`config.mk`:
```
export PLATFORM = sky130hd
export DESIGN_NAME = instr_fetch_unit
export DESIGN_NICKNAME = d
export VERILOG_FILES = /design/src/rtl/instr_fetch_unit.sv
export SDC_FILE = /design/constraint.sdc
export NUM_CORES = 1
export LEC_CHECK = 0
export BUFFER_PORTS_ARGS = -buffer_cell sky130_fd_sc_hd__buf_2
export CAP_MARGIN = 25
export CELL_PAD_IN_SITES_DETAIL_PLACEMENT = 1
export CELL_PAD_IN_SITES_GLOBAL_PLACEMENT = 2
export CORE_MARGIN = 5
export CORE_UTILIZATION = 32
export CTS_BUF_LIST = sky130_fd_sc_hd__clkbuf_8
export CTS_CLUSTER_DIAMETER = 150
export DETAILED_ROUTE_END_ITERATION = 6
export GPL_TIMING_DRIVEN = 0
export PLACE_DENSITY = 0.87
export SLEW_MARGIN = 20
export SYNTH_ARGS = -nofsm -noshare
export SYNTH_HDL_FRONTEND = slang
export SYNTH_SLANG_ARGS = --single-unit
export TNS_END_PERCENT = 100
```
`constraint.sdc`:
```
create_clock -name Clock -period 2.1 [get_ports Clock]
set_input_delay 0.105 -clock Clock [delete_from_list [all_inputs] [get_ports Clock]]
set_output_delay 0.105 -clock Clock [all_outputs]
set_load 0.01 [all_outputs]
```
`src/rtl/instr_fetch_unit.sv`:
```
// Two-byte instruction fetch sequencer: reads {mem[base+1], mem[base]} and strobes pc_inc per byte.
// Optional wait-state timeout is enabled by defining FETCH_TIMEOUT_EN.
module instr_fetch_unit #(
  parameter int unsigned TIMEOUT_CYCLES = 16
) (
  input  logic        Clock,
  input  logic        rst,
  input  logic        start,
  input  logic        abort,
  input  logic [15:0] addr_in,
  input  logic [7:0]  mem_rdata,
  input  logic        mem_ready,
  output logic [15:0] mem_addr,
  output logic        mem_re,
  output logic        pc_inc,
  output logic [15:0] ir_out,
  output logic        ir_valid,
  output logic        done,
  output logic        busy,
  output logic        fetch_err
);

  if (TIMEOUT_CYCLES < 2 || TIMEOUT_CYCLES > 255) begin : gBadTimeout
    $error("TIMEOUT_CYCLES must be in 2..255");
  end

  typedef enum logic [2:0] {
    StIdle,
    StRdLo,
    StRdHi,
    StDone,
    StErr
  } fetchStateT;

  fetchStateT  stateQ, stateD;
  logic [15:0] baseQ, baseD;
  logic [15:0] irQ, irD;
  logic        irValidQ, irValidD;
  logic        timeout;

`ifdef FETCH_TIMEOUT_EN
  localparam logic [7:0] WaitLast = 8'(TIMEOUT_CYCLES - 1);
  logic [7:0] waitQ, waitD;

  // Any cycle that is not an un-aborted wait cycle clears the counter.
  always_comb begin
    waitD = 8'd0;
    if ((stateQ == StRdLo || stateQ == StRdHi) && !abort && !mem_ready) begin
      waitD = waitQ + 8'd1;
    end
  end

  assign timeout = (waitQ == WaitLast);

  always_ff @(posedge Clock or posedge rst) begin
    if (rst) begin
      waitQ <= 8'd0;
    end else begin
      waitQ <= waitD;
    end
  end
`else
  assign timeout = 1'b0;
`endif

  always_comb begin
    stateD    = stateQ;
    baseD     = baseQ;
    irD       = irQ;
    irValidD  = irValidQ;
    mem_addr  = 16'h0000;
    mem_re    = 1'b0;
    pc_inc    = 1'b0;
    done      = 1'b0;
    busy      = 1'b0;
    fetch_err = 1'b0;
    case (stateQ)
      StIdle: begin
        if (abort) begin
          irValidD = 1'b0;
        end else if (start) begin
          baseD    = addr_in;
          irValidD = 1'b0;
          stateD   = StRdLo;
        end
      end
      StRdLo, StRdHi: begin
        busy     = 1'b1;
        mem_re   = 1'b1;
        mem_addr = (stateQ == StRdHi) ? baseQ + 16'd1 : baseQ;
        if (abort) begin
          irValidD = 1'b0;
          stateD   = StIdle;
        end else if (mem_ready) begin
          pc_inc = 1'b1;
          if (stateQ == StRdLo) begin
            irD[7:0] = mem_rdata;
            stateD   = StRdHi;
          end else begin
            irD[15:8] = mem_rdata;
            stateD    = StDone;
          end
        end else if (timeout) begin
          irValidD = 1'b0;
          stateD   = StErr;
        end
      end
      StDone: begin
        done     = 1'b1;
        irValidD = 1'b1;
        stateD   = StIdle;
      end
      StErr: begin
`ifdef FETCH_TIMEOUT_EN
        fetch_err = 1'b1;
`endif
        stateD = StIdle;
      end
      default: stateD = StIdle;
    endcase
  end

  always_ff @(posedge Clock or posedge rst) begin
    if (rst) begin
      stateQ   <= StIdle;
      baseQ    <= 16'h0000;
      irQ      <= 16'h0000;
      irValidQ <= 1'b0;
    end else begin
      stateQ   <= stateD;
      baseQ    <= baseD;
      irQ      <= irD;
      irValidQ <= irValidD;
    end
  end

  assign ir_out   = irQ;
  assign ir_valid = irValidQ;

endmodule

```
After elaboration in Yosys (flattened, before gate mapping)
Index checks and enable logic that the tools add are counted.
- mux-type cells: 17
- bitwise gates (word level): 2
- equality and inequality tests: 8
- $add $sub $neg: 1
- reduce and logical (&&, ||, !) cells: 8
- operators by type and width (operator ; number):
    $mux 16 ; 2
    $add 16x1->16 const B ; 1
    $mux 3 ; 4
    $mux 1 ; 9
    $reduce_and 3->1 ; 3
    $reduce_and 4->1 ; 2
    $eq 3x2->1 const B ; 2
    $ne 2x2->1 const B ; 3
    $ne 3x3->1 const B ; 2
    $pmux 3 s2 ; 1
    $eq 3x1->1 const B ; 1
    $logic_not 3->1 ; 1
    $pmux 1 s3 ; 1
    $reduce_bool 3->1 ; 1
    $not 1->1 ; 2
    $reduce_or 2->1 ; 1
- word-level logic and storage cells: 41
- bits of input ports: 29
- register bits after elaboration: 36
- output and inout bits: 38

Longest topological paths before layout
- depth in word-level cells: 5
- depth in mapped cells: 7
- depth with buffers taken out: 6

Worst setup path after synthesis
Ideal clock, no wire load.
- kind: register to register
- start point: reg stateQ[0]
- end point: reg irQ[10], in the netlist ir_out[10]
- data required time: 1975 ps
- library setup time: 125 ps
- stages on the path, launching flop included: 7
- period minus slack after synthesis: 1914 ps
- path buffers: 0
- slack: 186 ps
- arrival: 1790 ps
- cell sequence: dfrtp_1 -> inv_1 -> ha_1 -> nor2b_1 -> nand2_1 -> nor2_2 -> mux2_2
- word-level cells in the longest chain between the ends: 3
- elaborated cells between the ends (all ways): 5
- classes of those cells: eq/ne (2); bitwise (1); reduce/logical (2)
- RTL lines (element ; RTL line ; RTL):
    start, declared ; 35 ; fetchStateT stateQ, stateD;
    start signal, assigned ; 125 ; stateQ <= StIdle;
    start signal, assigned ; 130 ; stateQ <= stateD;
    $eq 3x2->1 or $eq 3x1->1 (tied branches) ; 77, 96 ;
    $reduce_or 2->1 or $not 1->1 (tied branches) ; n/a ;
    $reduce_and 4->1 (no line) * ; n/a ;
    end signal, assigned ; 132 ; irQ <= irD;
    end, declared ; 37 ; logic [15:0] irQ, irD;
Mark *: on every way between the ends. The rest lies on a longest branch, timed or not.
A chain may end at the register's enable or synchronous reset.

Final worst setup path
- start point: reg stateQ[0]
- end point: out mem_addr[15]
- word-level cells in the longest chain between the ends: 3
- elaborated cells between the ends (all ways): 5
- classes of those cells: eq/ne (2); mux (2); reduce/logical (1)
- RTL lines (element ; RTL line ; RTL):
    $eq 3x2->1 or $eq 3x1->1 (tied branches) ; 77, 90 ;
    $mux 16 or $reduce_or 2->1 (tied branches) ; 90, 77 ;
    $mux 16 * ; 77 ; case (stateQ)
    end, declared ; 13 ; output logic [15:0] mem_addr,
Marks and branches as above.

==> qor.txt <==
Status -> completed
Initial antenna violation count -> 0
Rows -> 28
Crit end category -> output pin
Drt pass-1 iters -> 3
Post-synthesis register bit count -> 35
Top Ports -> 67
Total number of vias -> 1499
Grt ovf -> 0
Largest area contributor in the netlist -> dfrtp_1
Clock Tree Buf Depth -> 2
CP Data Required Time -> 2000 ps
CP Data Arrival Time -> 1960 ps
RSZ-0062 raised after global routing -> yes
Root buf cell -> clkbuf_8
CP Max Fanout -> 5
Worst-margin pin slew -> 723 ps
Async set-or-reset flop fraction in the synthesized netlist -> 100%
FF-to-FF path depth -> 7
Die width -> 87.1 um
FF-to-FF setup slack -> 130 ps
Reg clk slew, reported paths -> 70 ps
Post-layout util -> 44.3%
Critical path endpoint -> mem_addr[15]
Worst skew pair latency -> 270 ps
Pwr dens -> 1540 nW/um^2
Post-Syn Nets -> 199
Commonest non-fill, non-tap cell in the layout -> buf_2
Fmax -> 485 MHz
Area growth, synth to finish -> 36.1%
Total Routing Usage GR -> 12.4%
Post-synth cell types -> 35
Sequential power share -> 33.7%
Total core area -> 5850 um^2
Die height -> 87.1 um
PnR Total Power -> 4.00 mW
Syn avg cell area -> 11.6 um^2
Initial Utilization -> 32.5%
Ratio of cells with drive above 1 in the final layout -> 54.7%
Mean routed wirelength per cell -> 14.3 um
Prevailing post-synth register cell -> dfrtp_1
Clock power share -> 11.2%
Fin crit share -> 98.1%
Die Footprint -> 7590 um^2
Worst vdd ir -> 0.000776 V
Hold_ws -> 57.1 ps
Final Wtd Congestion -> 0.749
Clock sinks -> 35
Final setup violation count -> 0
Crit. Startpoint -> stateQ[0]
Leak Pwr -> 1.27 nW
Net Switching -> 1.63 mW
Warnings from Yosys -> 0
Net Sw Frac -> 40.8%
Layout Cells excl Fill -> 320
Worst hold path startpoint -> addr_in[13]
Startpoint types -> flip-flop
CTS Buf Count -> 5
Power Internal -> 2.37 mW
Layout Skew -> 2.30 ps
Combinational power share -> 55.1%
Vias per cell -> 4.68
R2r startpoint -> stateQ[0]
Share of the synthesized area in the top cell type -> 46.0%
Drt drc -> 0
Final Max Tran Viols -> 0
Most frequent cells in the layout -> buf_2, dfrtp_1, mux2_2
Largest net degree at the start of global routing -> 36
Nets -> 279
Fin. Hold Viols -> 0
Area contributors post-synth -> dfrtp_1, mux2_2, ha_1
TNS Setup -> 0 ps
PortBufs -> 65
Worst setup path class -> reg2out
Seq/Total Area, Yosys -> 46.0%
Vias in the first global route -> 1669
Mapped cell area -> 1900 um^2
Worst hold path class -> in2reg
TritonCTS clock tree -> built
Mapped Cells -> 164
Max-Cap Viols -> 0
DRT iter0 DRCs -> 14
Depth of the CTS H-tree -> 2
Max-slew headroom -> 51.8%
Dpl hpwl -> 3480 um
Reg2reg end -> ir_out[9]
# diodes -> 0
First-pass GRT wire length -> 7520 um
Min Tclk post-route -> 2060 ps
Inst Count DP -> 304
Final wirelength -> 4590 um
DRT antenna net count -> 0
Number of flops mapped to enable cells by yosys -> 0
-- critical path, cell delays in order, from the launching register on --
cell and delay, ps:
dfrtp_1 400, inv_2 90, ha_4 130, buf_6 120, nand4_4 160, nor4_4 320, nand3_1 160, mux2i_1 160
buf_2 140
-- area by class of cell --
type                            instances  area (um^2)
Inverter                                7         26.3
Clock buffer                            5         68.8
Sequential cell                        35          877
Timing Repair Buffer                   73          400
Fill cell                             654         3260
Buffer                                  6         43.8
Tap cell                               75         93.8
Multi-Input combinational cell        116         1070
Clock inverter                          3         12.5
-- synthesized netlist by cell type, types with 2 or more instances --
master and n:
or3_1 2, nand2_1 11, xor2_1 6, nor4_1 2
o22ai_1 2, buf_2 2, a21boi_0 2, nand2b_1 4
nor3_1 2, xnor2_1 3, nor2b_1 4, nand3_1 6
nand4_1 2, mux2_2 33, o21ai_0 3, buf_4 2
dfrtp_1 35, inv_1 7, and2_1 9, mux2i_1 4
clkbuf_1 2, ha_1 6, nor2_1 2, nand3b_1 2
-- sequential cells by signal, indices dropped and copies added (netlist names) --
name,count
stateQ,2
baseQ,16
ir_valid,1
ir_out,16
-- logic make-up (layout without fill, tap and decap cells) --
family,count (synthesis),in the layout,share of synthesized area (%)
mux,37,37,21.6
compound gates,10,10,3.28
simple gates,53,53,17.7
flops,35,35,46.0
xor+xnor,9,9,4.14
fa+ha+maj,6,6,3.94
buf+inv,13,94,3.09
other cells,1,1,0.197
-- routing by layer --
metal / GRT usage, % / up-vias / share of wire (%)
met5: 0 / - / 0
met4: 4.04 / 0 / 0.68
met3: 5.96 / 4 / 12
met2: 20.6 / 48 / 50
met1: 14.0 / 725 / 38
li1: - / 722 / -
-- worst min-delay path by stage --
stage | endpoint | slack [ps] | cells past startpoint
floorplan | baseQ[0] | 260 | 1
global placement | baseQ[7] | 340 | 2
detailed placement | ir_out[2] | 280 | 2
CTS | baseQ[0] | 40 | 2
global route | baseQ[11] | 50 | 2
finish | baseQ[13] | 60 | 2
-- power by group through the flow --
stage               Combinational (mW)  Sequential, mW  Clock [mW]
global placement                  1.94            1.33           0
floorplan                         1.22            1.36           0
finish                            2.20            1.35       0.449
detailed placement                1.98            1.35           0
global route                      2.46            1.41       0.501
CTS                               2.07            1.34       0.475
-- through the flow --
stage	cell area [um^2]	setup slack (ps)
global placement	2320	-88.2
floorplan	1900	186
detailed placement	2320	-97.2
global route	2590	-131
finish	2590	39.0
CTS	2470	10.2
-- timing repair --
action                                  4_1_cts  5_1_grt
hold buffers                                  1        0
hold endpoints to repair                     35        0
pin swaps                                     1       12
endpoints found under the setup margin       23       23
gates resized for setup                      10       14
setup buffers                                 1        6
Power figures use the tool's default switching activity.
